$ cat src/rtl/trap_ret_pkg.sv
// trap_ret_pkg: shared widths, CSR addresses, mstatus field positions,
// the trap-return FSM state type and helpers used by the mret sequencer.
package trap_ret_pkg;

  // Bus widths inherited from the core-wide definitions.
  localparam int unsigned RegBus      = 32;
  localparam int unsigned CsrAddrBus  = 12;
  localparam int unsigned InstAddrBus = 32;

  // CSR addresses touched by the return sequence.
  localparam logic [CsrAddrBus-1:0] CSR_MSTATUS = 12'h300;
  localparam logic [CsrAddrBus-1:0] CSR_MEPC    = 12'h341;

  // mstatus field positions.
  localparam int unsigned MST_MIE    = 3;
  localparam int unsigned MST_MPIE   = 7;
  localparam int unsigned MST_MPP_LO = 11;
  localparam int unsigned MST_MPP_HI = 12;

  // Trap-return sequencer states (3-bit encoding).
  typedef enum logic [2:0] {
    S_IDLE = 3'd0,
    S_RMST = 3'd1,
    S_WMST = 3'd2,
    S_RMEP = 3'd3,
    S_JUMP = 3'd4
  } ret_state_e;

  // mstatus image written back on mret: MIE <- MPIE, MPIE <- 1, MPP <- M.
  function automatic logic [RegBus-1:0] mret_mstatus(input logic [RegBus-1:0] mst);
    logic [RegBus-1:0] r;
    r                         = mst;
    r[MST_MIE]                = mst[MST_MPIE];
    r[MST_MPIE]               = 1'b1;
    r[MST_MPP_HI:MST_MPP_LO]  = 2'b11;
    return r;
  endfunction

  // Return address with the bits below the instruction alignment cleared.
  function automatic logic [InstAddrBus-1:0] align_pc(input logic [InstAddrBus-1:0] pc,
                                                      input int unsigned ialign);
    if (ialign == 16)
      return {pc[InstAddrBus-1:1], 1'b0};
    else
      return {pc[InstAddrBus-1:2], 2'b00};
  endfunction

endpackage

$ cat src/rtl/trap_ret_if.sv
// trap_ret_if: groups the idex handshake, the shared CSR port and the
// next-PC arbitration signals of the trap-return sequencer.
//   master : the sequencer (drives CSR address/data/strobe, pc_n_o,
//            ret_jump_o, ret_busy_o)
//   slave  : the surrounding pipeline / CSR file
interface trap_ret_if;
  import trap_ret_pkg::*;

  logic                   mret_i;       // idex decoded mret (held while stalled)
  logic                   trap_busy_i;  // trap-entry FSM not idle
  logic [RegBus-1:0]      csr_rdata_i;  // CSR read data, combinational from address
  logic [CsrAddrBus-1:0]  csr_addr_o;   // CSR address
  logic [RegBus-1:0]      csr_wdata_o;  // CSR write data
  logic                   csr_we_o;     // CSR write strobe
  logic [InstAddrBus-1:0] pc_n_i;       // idex next-PC
  logic [InstAddrBus-1:0] pc_n_o;       // arbitrated next-PC
  logic                   ret_jump_o;   // redirect pulse
  logic                   ret_busy_o;   // pipeline hold / CSR-port ownership

  modport master (
    input  mret_i, trap_busy_i, csr_rdata_i, pc_n_i,
    output csr_addr_o, csr_wdata_o, csr_we_o, pc_n_o, ret_jump_o, ret_busy_o
  );

  modport slave (
    output mret_i, trap_busy_i, csr_rdata_i, pc_n_i,
    input  csr_addr_o, csr_wdata_o, csr_we_o, pc_n_o, ret_jump_o, ret_busy_o
  );

endinterface

$ cat src/rtl/trap_ret.sv
// trap_ret: machine-mode trap-return sequencer.
// On a decoded mret (and no trap entry in progress) it reads mstatus,
// writes back the restored image, reads mepc and issues a one-cycle
// redirect to the aligned return address.
// Ports:
//   clk  - core clock
//   rst  - asynchronous active-high reset
//   bus  - trap_ret_if.master: mret_i/trap_busy_i/pc_n_i in, shared CSR
//          port, pc_n_o, ret_jump_o, ret_busy_o
// Parameter:
//   IALIGN - instruction alignment in bits (32 or 16)
module trap_ret
  import trap_ret_pkg::*;
#(
  parameter int unsigned IALIGN = 32
) (
  input  logic        clk,
  input  logic        rst,
  trap_ret_if.master  bus
);

  ret_state_e             state_q;
  ret_state_e             state_n;
  logic [RegBus-1:0]      mst_q;
  logic [InstAddrBus-1:0] mepc_q;
  logic                   start;

  // Trap entry has priority: a coincident mret is ignored entirely.
  assign start = bus.mret_i & ~bus.trap_busy_i;

  // State register
  always_ff @(posedge clk or posedge rst) begin
    if (rst)
      state_q <= S_IDLE;
    else
      state_q <= state_n;
  end

  // Captured CSR values, each loaded only in its read state
  always_ff @(posedge clk or posedge rst) begin
    if (rst) begin
      mst_q  <= '0;
      mepc_q <= '0;
    end else begin
      if (state_q == S_RMST)
        mst_q <= bus.csr_rdata_i;
      if (state_q == S_RMEP)
        mepc_q <= bus.csr_rdata_i;
    end
  end

  // Next-state logic; mret_i is only sampled in IDLE
  always_comb begin
    state_n = state_q;
    unique case (state_q)
      S_IDLE:  if (start) state_n = S_RMST;
      S_RMST:  state_n = S_WMST;
      S_WMST:  state_n = S_RMEP;
      S_RMEP:  state_n = S_JUMP;
      S_JUMP:  state_n = S_IDLE;
      default: state_n = S_IDLE;
    endcase
  end

  // Output logic
  always_comb begin
    bus.csr_addr_o  = '0;
    bus.csr_wdata_o = '0;
    bus.csr_we_o    = 1'b0;
    bus.ret_jump_o  = 1'b0;
    bus.pc_n_o      = bus.pc_n_i;
    unique case (state_q)
      S_RMST: bus.csr_addr_o = CSR_MSTATUS;
      S_WMST: begin
        bus.csr_addr_o  = CSR_MSTATUS;
        bus.csr_we_o    = 1'b1;
        bus.csr_wdata_o = mret_mstatus(mst_q);
      end
      S_RMEP: bus.csr_addr_o = CSR_MEPC;
      S_JUMP: begin
        bus.ret_jump_o = 1'b1;
        bus.pc_n_o     = align_pc(mepc_q, IALIGN);
      end
      default: ;
    endcase
  end

  // Busy asserts in the same cycle mret is accepted so idex holds at once.
  assign bus.ret_busy_o = (state_q != S_IDLE) | start;

endmodule

$ cat src/flat_wrapper.sv
// flat-port wrapper written by rule: the top's interface ports become plain ports
module trap_ret_flat import trap_ret_pkg::*;
#(
  parameter int unsigned IALIGN = 32
)
  (clk, rst, bus_mret_i, bus_trap_busy_i, bus_csr_rdata_i, bus_pc_n_i, bus_csr_addr_o, bus_csr_wdata_o, bus_csr_we_o, bus_pc_n_o, bus_ret_jump_o, bus_ret_busy_o);
  trap_ret_if bus_i ();
  input  logic clk;
  input  logic rst;
  input wire logic [$bits(bus_i.mret_i)-1:0] bus_mret_i;
  input wire logic [$bits(bus_i.trap_busy_i)-1:0] bus_trap_busy_i;
  input wire logic [$bits(bus_i.csr_rdata_i)-1:0] bus_csr_rdata_i;
  input wire logic [$bits(bus_i.pc_n_i)-1:0] bus_pc_n_i;
  output wire logic [$bits(bus_i.csr_addr_o)-1:0] bus_csr_addr_o;
  output wire logic [$bits(bus_i.csr_wdata_o)-1:0] bus_csr_wdata_o;
  output wire logic [$bits(bus_i.csr_we_o)-1:0] bus_csr_we_o;
  output wire logic [$bits(bus_i.pc_n_o)-1:0] bus_pc_n_o;
  output wire logic [$bits(bus_i.ret_jump_o)-1:0] bus_ret_jump_o;
  output wire logic [$bits(bus_i.ret_busy_o)-1:0] bus_ret_busy_o;
  assign bus_i.mret_i = bus_mret_i;
  assign bus_i.trap_busy_i = bus_trap_busy_i;
  assign bus_i.csr_rdata_i = bus_csr_rdata_i;
  assign bus_i.pc_n_i = bus_pc_n_i;
  assign bus_csr_addr_o = bus_i.csr_addr_o;
  assign bus_csr_wdata_o = bus_i.csr_wdata_o;
  assign bus_csr_we_o = bus_i.csr_we_o;
  assign bus_pc_n_o = bus_i.pc_n_o;
  assign bus_ret_jump_o = bus_i.ret_jump_o;
  assign bus_ret_busy_o = bus_i.ret_busy_o;
  trap_ret #(.IALIGN(IALIGN)) u_core (.clk(clk), .rst(rst), .bus(bus_i));
endmodule
$ cat config.mk
export PLATFORM = sky130hd
export DESIGN_NAME = trap_ret_flat
export DESIGN_NICKNAME = d
export VERILOG_FILES = /design/src/rtl/trap_ret_pkg.sv /design/src/rtl/trap_ret_if.sv /design/src/rtl/trap_ret.sv /design/src/flat_wrapper.sv
export SDC_FILE = /design/constraint.sdc
export NUM_CORES = 1
export LEC_CHECK = 0
export ABC_AREA = 1
export CAP_MARGIN = 25
export CORE_ASPECT_RATIO = 0.5
export CORE_MARGIN = 2
export CORE_UTILIZATION = 44
export CTS_CLUSTER_DIAMETER = 80
export DETAILED_ROUTE_END_ITERATION = 6
export GPL_TIMING_DRIVEN = 0
export MAX_ROUTING_LAYER = met4
export PLACE_DENSITY_LB_ADDON = 0.12
export RECOVER_POWER = 50
export SLEW_MARGIN = 20
export SYNTH_ARGS = -nofsm -noshare
export SYNTH_HDL_FRONTEND = slang
export SYNTH_SLANG_ARGS = --single-unit
export TNS_END_PERCENT = 50
$ cat constraint.sdc
create_clock -name clk -period 5.26 [get_ports clk]
set_input_delay 1.052 -clock clk [delete_from_list [all_inputs] [get_ports clk]]
set_output_delay 1.052 -clock clk [all_outputs]
set_load 0.02 [all_outputs]
## Word-level counts from Yosys, hierarchy flattened

Index checks and enable logic that the tools add are counted.

- Reduce and logical (&&, ||, !) cells: 3
- Muxes and demuxes: 7
- Bitwise operators: 3
- Equality and inequality tests: 5

Operator list:

| operator | count |
|---|---|
| 2-to-1 mux 32 bit | 2 |
| one-hot mux 10 bit (2 select lines) | 1 |
| one-hot mux 3 bit (4 select lines) | 1 |
| equality test 3 x 2 -> 1 bit, second input constant | 2 |
| equality test 3 x 1 -> 1 bit, second input constant | 1 |
| equality test 3 bit, second input constant | 1 |
| logical NOT 3 bit | 1 |
| 2-to-1 mux 3 bit | 1 |
| nonzero test 3 bit | 1 |
| 2-to-1 mux 1 bit | 2 |
| inequality test 2 x 1 -> 1 bit, second input constant | 1 |
| OR reduction 2 bit | 1 |
| AND 1 bit | 1 |
| inverter 1 bit | 1 |
| bitwise OR 1 bit | 1 |

- Word-level logic and storage cells: 21
- Bits in registers: 67
- Input bits: 68
- Output and inout port bits: 79

## Depth between registers and ports, before layout

Gate-level depths: netlist of the first run.

- Depth after elaboration: 4
- Mapped depth: 6

## Least setup slack after synthesis of the first run

Ideal clock, no wire load.

- Path kind: input to output
- From: input port bus_pc_n_i[0]
- To: output port bus_pc_n_o[0]
- Arrival: 1.366 ns
- Stages on the path: 2
- Required time: 4.208 ns
- Slack: 2.842 ns
- Path through: inv_1 nor2_1

- Cells in the longest elaborated chain, start to end: 1

RTL lines:

| element | RTL line | RTL |
|---|---|---|
| start, declared | flat_wrapper.sv:13 | `input wire logic [$bits(bus_i.pc_n_i)-1:0] bus_pc_n_i;` |
| 2-to-1 mux 32 bit | trap_ret.sv:72 | `unique case (state_q)` |
| end, declared | flat_wrapper.sv:17 | `output wire logic [$bits(bus_i.pc_n_o)-1:0] bus_pc_n_o;` |

No other way between the ends.

## Worst setup path in the final report of the first run

- From: input port bus_mret_i
- To: output port bus_ret_busy_o

- Cells in the longest elaborated chain, start to end: 2

RTL lines:

| element | RTL line | RTL |
|---|---|---|
| start, declared | flat_wrapper.sv:10 | `input wire logic [$bits(bus_i.mret_i)-1:0] bus_mret_i;` |
| AND 1 bit | trap_ret.sv:29 | `assign start = bus.mret_i & ~bus.trap_busy_i;` |
| bitwise OR 1 bit | trap_ret.sv:89 | `assign bus.ret_busy_o = (state_q != S_IDLE) \| start;` |
| end, declared | flat_wrapper.sv:19 | `output wire logic [$bits(bus_i.ret_busy_o)-1:0] bus_ret_busy_o;` |

No other way between the ends.

==> results by group, run 1 <==
Clocking
  – Post-CTS Hold Buffers: 0
  – CTS HTree Levels: 3
  – CTS root buffer: clkbuf_16
  – Setup bufs post-CTS: 0
  – Clk pin slew, worst setup/hold paths: 0.05 ns
  – Clk Latency, worst-skew pair: 0.32 ns
  – CTS tree: done
  – Clock Sinks: 62
  – Total CTS buffers: 9
  – Post_cts resized: 0
  – CTS max path bufs: 2

Yosys
  – Warnings, synthesis: 0
  – Post-synthesis sequential area ratio: 45.0%
  – Asr flop ratio synth: 100%
  – Most frequent cell after synthesis: nand2_1
  – Area contributors post-synth: dfrtp_1 (45%), nand2_1 (20%), nand4_1 (11%)
  – Yosys reg bits: 62
  – Post-Syn Area: 0.00345 mm^2
  – Synth top cells by count: nand2_1 (181), dfrtp_1 (62), nand4_1 (59)
  – Synth unique cells: 16
  – Largest area contributor in the netlist: dfrtp_1
  – Top FF cell, synth: dfrtp_1
  – Synth Instances: 465
  – Synth Area per Inst: 7.41 um^2
  – Number of synthesized flops with an enable pin: 0
  – Post-synth top area share: 45.0%

Cells and area
  – Filler Cell Count: 625
  – Inserted Diodes: 0
  – Layout cells sized above 1: 11.8%
  – Post-route cell area: 0.00530 mm^2
  – Register area: 0.00155 mm^2
  – Multi-input gate area: 0.00141 mm^2
  – Layout area overhead: 53.7%
  – Final #Nets: 690

Timing
  – Clock skew: 0.00468 ns
  – Slew @ Worst Pin: 0.607 ns
  – RSZ-0062 raised after global routing: false
  – Max Slew Vio Count: 0
  – Fmax: 301 MHz
  – TNS Setup: 0 ns
  – Final hold vios: 0
  – Setup violators final: 0
  – Setup ws final: 1.94 ns
  – Post-route minimum period: 3.32 ns
  – Slew headroom: 59.3%
  – Final worst-path cycle share: 63.1%

Pwr
  – Pwr/cell area: 563 mW/mm^2
  – Leakage: 2.72 nW
  – Final Power: 2.99 mW
  – Worst vdd ir: 0.000346 V

Worst setup path
  – Worst path cell trace: clkdlybuf4s50_1 > nand2_1 > nand3_1 > clkdlybuf4s50_1
  – Largest stage delay, worst path: 0.60 ns
  – Startpoint types: input pin
  – CP bufs+invs: 2
  – Critical Path Fanout Max: 2
  – WS Path Type: input pin to output pin
  – CP required: 4.21 ns
  – Worst Setup End Kind: output pin
  – Largest delay share family, worst path: buffers and inverters
  – Top cell by count, worst path: clkdlybuf4s50_1
  – CP arrival: 2.27 ns
  – CP max stage cell: clkdlybuf4s50_1

Route
  – Routed vias: 3,508
  – Mean number of vias per cell: 4.77
  – Number of routed nets with antenna violations: 0
  – DRC Markers: 0
  – DRT Wirelength: 10.1 mm
  – Drt wl/cell: 13.8 um
  – First DRT Iteration DRCs: 219
  – Length of the first detailed-routing pass in iterations: 5

Status
  – Status: completed

Global route
  – Vias in the first global route: 3,200
  – Largest net degree at the start of global routing: 52
  – All-Layer GR Usage: 25.6%
  – Global-route wire length before repair: 16.1 mm
  – Initial antenna violation count: 0
  – Grt total ovfl: 0

Die
  – Top Ports: 147
  – FP Rows: 22
  – Die W: 129 um
  – Die span in y: 66.6 um
  – Placeable core area: 0.00746 mm^2
  – Starting Density: 46.2%
  – Die Footprint: 0.00860 mm^2

Placement
  – DP Worst Slack: 1.94 ns
  – Port Buffers: 138
  – Placed Area: 0.00502 mm^2
  – Post-DP HPWL: 7.78 mm
  – Last weighted congestion value of the routability-driven placer: 0.816

Flow run
  – Max cap viols: 0

Worst hold path
  – Worst min path class: flip-flop to flip-flop
[layout by cell type, fill, tap and decap left out, drive strengths merged]
cell type,n
nand4,59
dlygate4sd3,32
conb,8
clkinv,4
clkdlybuf4s50,106
nor2,33
bufinv,1
inv,39
o21ai,1
nand2,182
buf,52
clkinvlp,1
nand3,34
dfrtp,62
clkbuf,13
[worst min-delay path: cells and delay by family, from the launching register on]
family	cells	cell delay [ns]
flip-flops	1	0.34
AND/OR/NAND/NOR	2	0.11
[registers in the layout, indices dropped and copies added, names as in the netlist]
name,flops
u_core.mst_q,29
u_core.state_q,3
u_core.mepc_q,30
[power breakdown]
part	switching, mW	internal (mW)	leakage (nW)
clock	0.199	0.363	0.143
sequential	0.123	0.715	0.763
combinational	0.932	0.654	1.82
total	1.25	1.73	2.72
[cells by family (layout without fill, tap and decap cells)]
logic type | after synthesis | in the layout | synth area share (%)
buffers and inverters | 93 | 248 | 14.8
AND/OR/NAND/NOR | 308 | 308 | 39.9
flip-flops | 62 | 62 | 45.0
AO/OA/AOI/OAI | 1 | 1 | 0.145
other | 1 | 8 | 0.109
[worst paths after layout]
| kind | depth (start not counted) | endpoint | slack (ns) | start |
|---|---|---|---|---|
| setup / recovery | 4 | bus_ret_busy_o | 1.94 | bus_mret_i |
| hold / removal | 2 | u_core.mepc_q[24] | 0.47 | u_core.mepc_q[24] |
| setup reg to reg | 6 | u_core.mepc_q[27] | 3.96 | u_core.state_q[2] |
| hold reg to reg | 2 | u_core.mepc_q[24] | 0.47 | u_core.mepc_q[24] |
| max in group asynchronous | 3 | u_core.mepc_q[7] | 3.43 | rst |
| min in group asynchronous | 2 | u_core.mst_q[0] | 1.22 | rst |
[area by class of cell]
class                      count  share of cell area [%]
sequential                    62                    29.3
tap                          108                    2.55
multi-input combinational    317                    26.6
clock buffer                  11                    4.39
clock inverter                 5                   0.945
timing repair buffer         139                    26.6
inverter                      40                    2.90
buffer                        53                    6.73
[metrics by stage]
stage	cells	hold slack [ns]	util [%]
after CTS	735	0.471	71.1
after global routing	735	0.486	71.0
after floorplan	472	0.442	-
after detailed placement	719	0.459	67.3
after global placement	718	0.454	66.9
final	735	0.469	71.0
[layer usage]
layer,GRT usage [%],share of wire (%)
met5,-,0
met1,35.5,48
met2,37.4,42
met3,7.47,9.1
met4,5.43,0.58
Power figures use the tool's default switching activity.
==> run 2: changes to the inputs <==
--- a/config.mk
+++ b/config.mk
@@ -9,7 +9,7 @@
 export CAP_MARGIN = 25
 export CORE_ASPECT_RATIO = 0.5
 export CORE_MARGIN = 2
-export CORE_UTILIZATION = 44
+export CORE_UTILIZATION = 43
 export CTS_CLUSTER_DIAMETER = 80
 export DETAILED_ROUTE_END_ITERATION = 6
 export GPL_TIMING_DRIVEN = 0
==> constraint.sdc (replaced) <==
create_clock -name clk -period 3.1 [get_ports clk]
set_input_delay 0.62 -clock clk [delete_from_list [all_inputs] [get_ports clk]]
set_output_delay 0.62 -clock clk [all_outputs]
set_load 0.02 [all_outputs]
==> run 2 against run 1 <==
  * Via count grew 0.60%
  * Hold slack hardly changed
  * Critical path depth grew 3
  * Count of clock-buffer cells in the layout increased by 5
  * Sequential power grew 68%
  * Clock power is 64% higher
  * Routed wire length rose by 0.45%
  * Largest power group unchanged
==> results by group, run 2 (same netlist as run 1, synthesis figures left out) <==
Status
  – Status: completed

Placement
  – Last weighted congestion value of the routability-driven placer: 0.842 (+3.1%)
  – Post-DP HPWL: 7.82 mm (+0.50%)
  – Port Buffers: 138 (unchanged)
  – Placed Area: 0.00502 mm^2 (about the same)

Clocking
  – Clk pin slew, worst setup/hold paths: 0.05 ns (about the same)
  – Setup bufs post-CTS: 0 (unchanged)
  – Clk Latency, worst-skew pair: 0.32 ns (about the same)
  – CTS HTree Levels: 3 (unchanged)
  – CTS tree: done
  – CTS max path bufs: 2 (unchanged)
  – Post-CTS Hold Buffers: 0 (unchanged)
  – CTS root buffer: clkbuf_16
  – Post_cts resized: 0 (unchanged)
  – Clock Sinks: 62 (unchanged)
  – Total CTS buffers: 9 (unchanged)

Cells and area
  – Post-route cell area: 0.00528 mm^2 (-0.45%)
  – Inserted Diodes: 0 (unchanged)
  – Biggest register: u_core.mepc_q
  – Final #Nets: 690 (unchanged)
  – Commonest non-fill, non-tap cell in the layout: nand2_1
  – Biggest regs: u_core.mepc_q x30, u_core.mst_q x29, u_core.state_q x3
  – Most frequent cells in the layout: nand2_1 (181), clkdlybuf4s50_1 (136), dfrtp_1 (62)
  – Layout cells sized above 1: 10.8% (-0.96 points)
  – Max reg flops: 30 (unchanged)
  – Layout area overhead: 53.0%

Die
  – Placeable core area: 0.00789 mm^2 (+5.7%)
  – Die Footprint: 0.00879 mm^2 (+2.2%)
  – Die W: 131 um (+1.1%)
  – Starting Density: 43.7% (-2.5 points)
  – FP Rows: 23 (+4.5%)
  – Top Ports: 147 (unchanged)
  – Die span in y: 67.3 um (+1.1%)

Global route
  – Initial antenna violation count: 0 (unchanged)
  – Global-route wire length before repair: 15.9 mm (-1.3%)
  – Vias in the first global route: 3,155 (-1.4%)
  – Grt total ovfl: 0 (unchanged)
  – All-Layer GR Usage: 24.9% (-0.68 points)
  – Largest net degree at the start of global routing: 40 (-23%)

Timing
  – Post-route minimum period: 2.78 ns
  – Hold_ws: 0.469 ns (+0.00000300 ns)
  – Final hold vios: 0 (unchanged)
  – Slew headroom: 32.6% (-27 points)
  – Max Slew Vio Count: 0 (unchanged)
  – Final worst-path cycle share: 89.7%
  – Clock skew: 0.00491 ns (+0.000233 ns)
  – Setup violators final: 0 (unchanged)
  – RSZ-0062 raised after global routing: false
  – Fmax: 360 MHz
  – Slew @ Worst Pin: 1.01 ns (+0.399 ns)

Route
  – Drt wl/cell: 13.8 um (about the same)
  – Mean number of vias per cell: 4.78 (about the same)
  – Routed vias: 3,529 (+0.60%)
  – Number of routed nets with antenna violations: 0 (unchanged)
  – Length of the first detailed-routing pass in iterations: 5 (unchanged)
  – First DRT Iteration DRCs: 245 (+12%)
  – DRT Wirelength: 10.2 mm (+0.45%)
  – DRC Markers: 0 (unchanged)

Pwr
  – Combinational power share: 53.5% (+0.4 points)
  – Worst vdd ir: 0.000570 V (+65%)
  – Clk network pwr share: 18.4% (-0.4 points)
  – Leakage: 2.69 nW (-1.0%)
  – Pwr/cell area: 953 mW/mm^2 (+69%)
  – Sequential Power Share: 28.1% (about the same)
  – Switching power: 2.10 mW (+67%)
  – Switching Fraction: 41.7% (-0.25 points)
  – Pint: 2.93 mW (+69%)

Worst setup path
  – CP startpoint: u_core.state_q[2]
  – Critical Path Fanout Max: 10 (+8)
  – Startpoint types: flip-flop
  – R2R Path Start: u_core.state_q[2]
  – Worst Setup End Kind: output pin
  – R2R Setup Slk: 1.77 ns (-2.19 ns)
  – CP arrival: 2.16 ns (-0.11 ns)
  – WS Path Type: flip-flop to output pin
  – CP required: 2.48 ns (-1.73 ns)
  – FF-to-FF path depth: 5 (-1)

Worst hold path
  – Hold path depth: 2 (unchanged)
  – Hold_sp: u_core.mst_q[20]
  – Worst min path class: flip-flop to flip-flop

Flow run
  – Max cap viols: 0 (unchanged)
==> run 2: power groups by stage <==
| stage | clock, mW | combinational (mW) | sequential [mW] |
|---|---|---|---|
| after floorplan | 0 | 1.75 | 1.37 |
| after global placement | 0 | 2.64 | 1.41 |
| after detailed placement | 0 | 2.69 | 1.42 |
| after CTS | 0.939 | 2.71 | 1.41 |
| after global routing | 0.983 | 2.98 | 1.46 |
| final | 0.923 | 2.69 | 1.41 |
==> run 2: layout make-up <==
type                    count  area, um^2
repair buffers            139        1390
flip-flops and latches     62        1550
inverters                  40         154
clock buffers              16         282
well taps                 112         140
multi-input cells         317        1410
plain buffers              53         352
fillers                   720        2610
==> run 2: stage by stage <==
step	total power, mW	TNS (ns)	worst slack (ns)	utilization [%]	std cells
after floorplan	3.13	0	0.939	-	472
after global placement	4.04	-7.57	-0.128	63.3	722
after detailed placement	4.10	0	0.589	63.6	723
after CTS	5.06	0	0.337	67.2	739
after global routing	5.42	0	0.186	66.9	739
final	5.03	0	0.321	66.9	739
==> run 2: path summary, 6_finish.rpt <==
kind,to
max in group asynchronous,u_core.mepc_q[22]
worst min register to register,u_core.mst_q[20]
min in group asynchronous,u_core.mst_q[19]
worst min-delay path,u_core.mst_q[20]
worst max register to register,u_core.mst_q[15]
worst max-delay path,bus_csr_addr_o[6]
==> run 2: layer usage <==
layer	track usage (%)	up-vias	routed length, um
met2	35.7	129	4210
met5	-	-	0
li1	-	1776	-
met4	6.12	0	68
met1	35.1	1617	5010
met3	6.97	7	887
==> run 2: critical path: stages, from the launching register on <==
cell and delay (ns):
dfrtp_1 0.35, buf_4 0.16, inv_4 0.11, nand3_2 0.12, clkbuf_1 0.26, inv_1 0.13
buf_4 0.11, clkdlybuf4s50_1 0.59
==> run 3: changes to the inputs <==
--- a/config.mk
+++ b/config.mk
@@ -12,6 +12,7 @@
 export CORE_UTILIZATION = 43
 export CTS_CLUSTER_DIAMETER = 80
 export DETAILED_ROUTE_END_ITERATION = 6
+export GPL_ROUTABILITY_DRIVEN = 0
 export GPL_TIMING_DRIVEN = 0
 export MAX_ROUTING_LAYER = met4
 export PLACE_DENSITY_LB_ADDON = 0.12
==> results of run 3 <==
The final DEF is identical to that of run 2; final timing and power are the same.
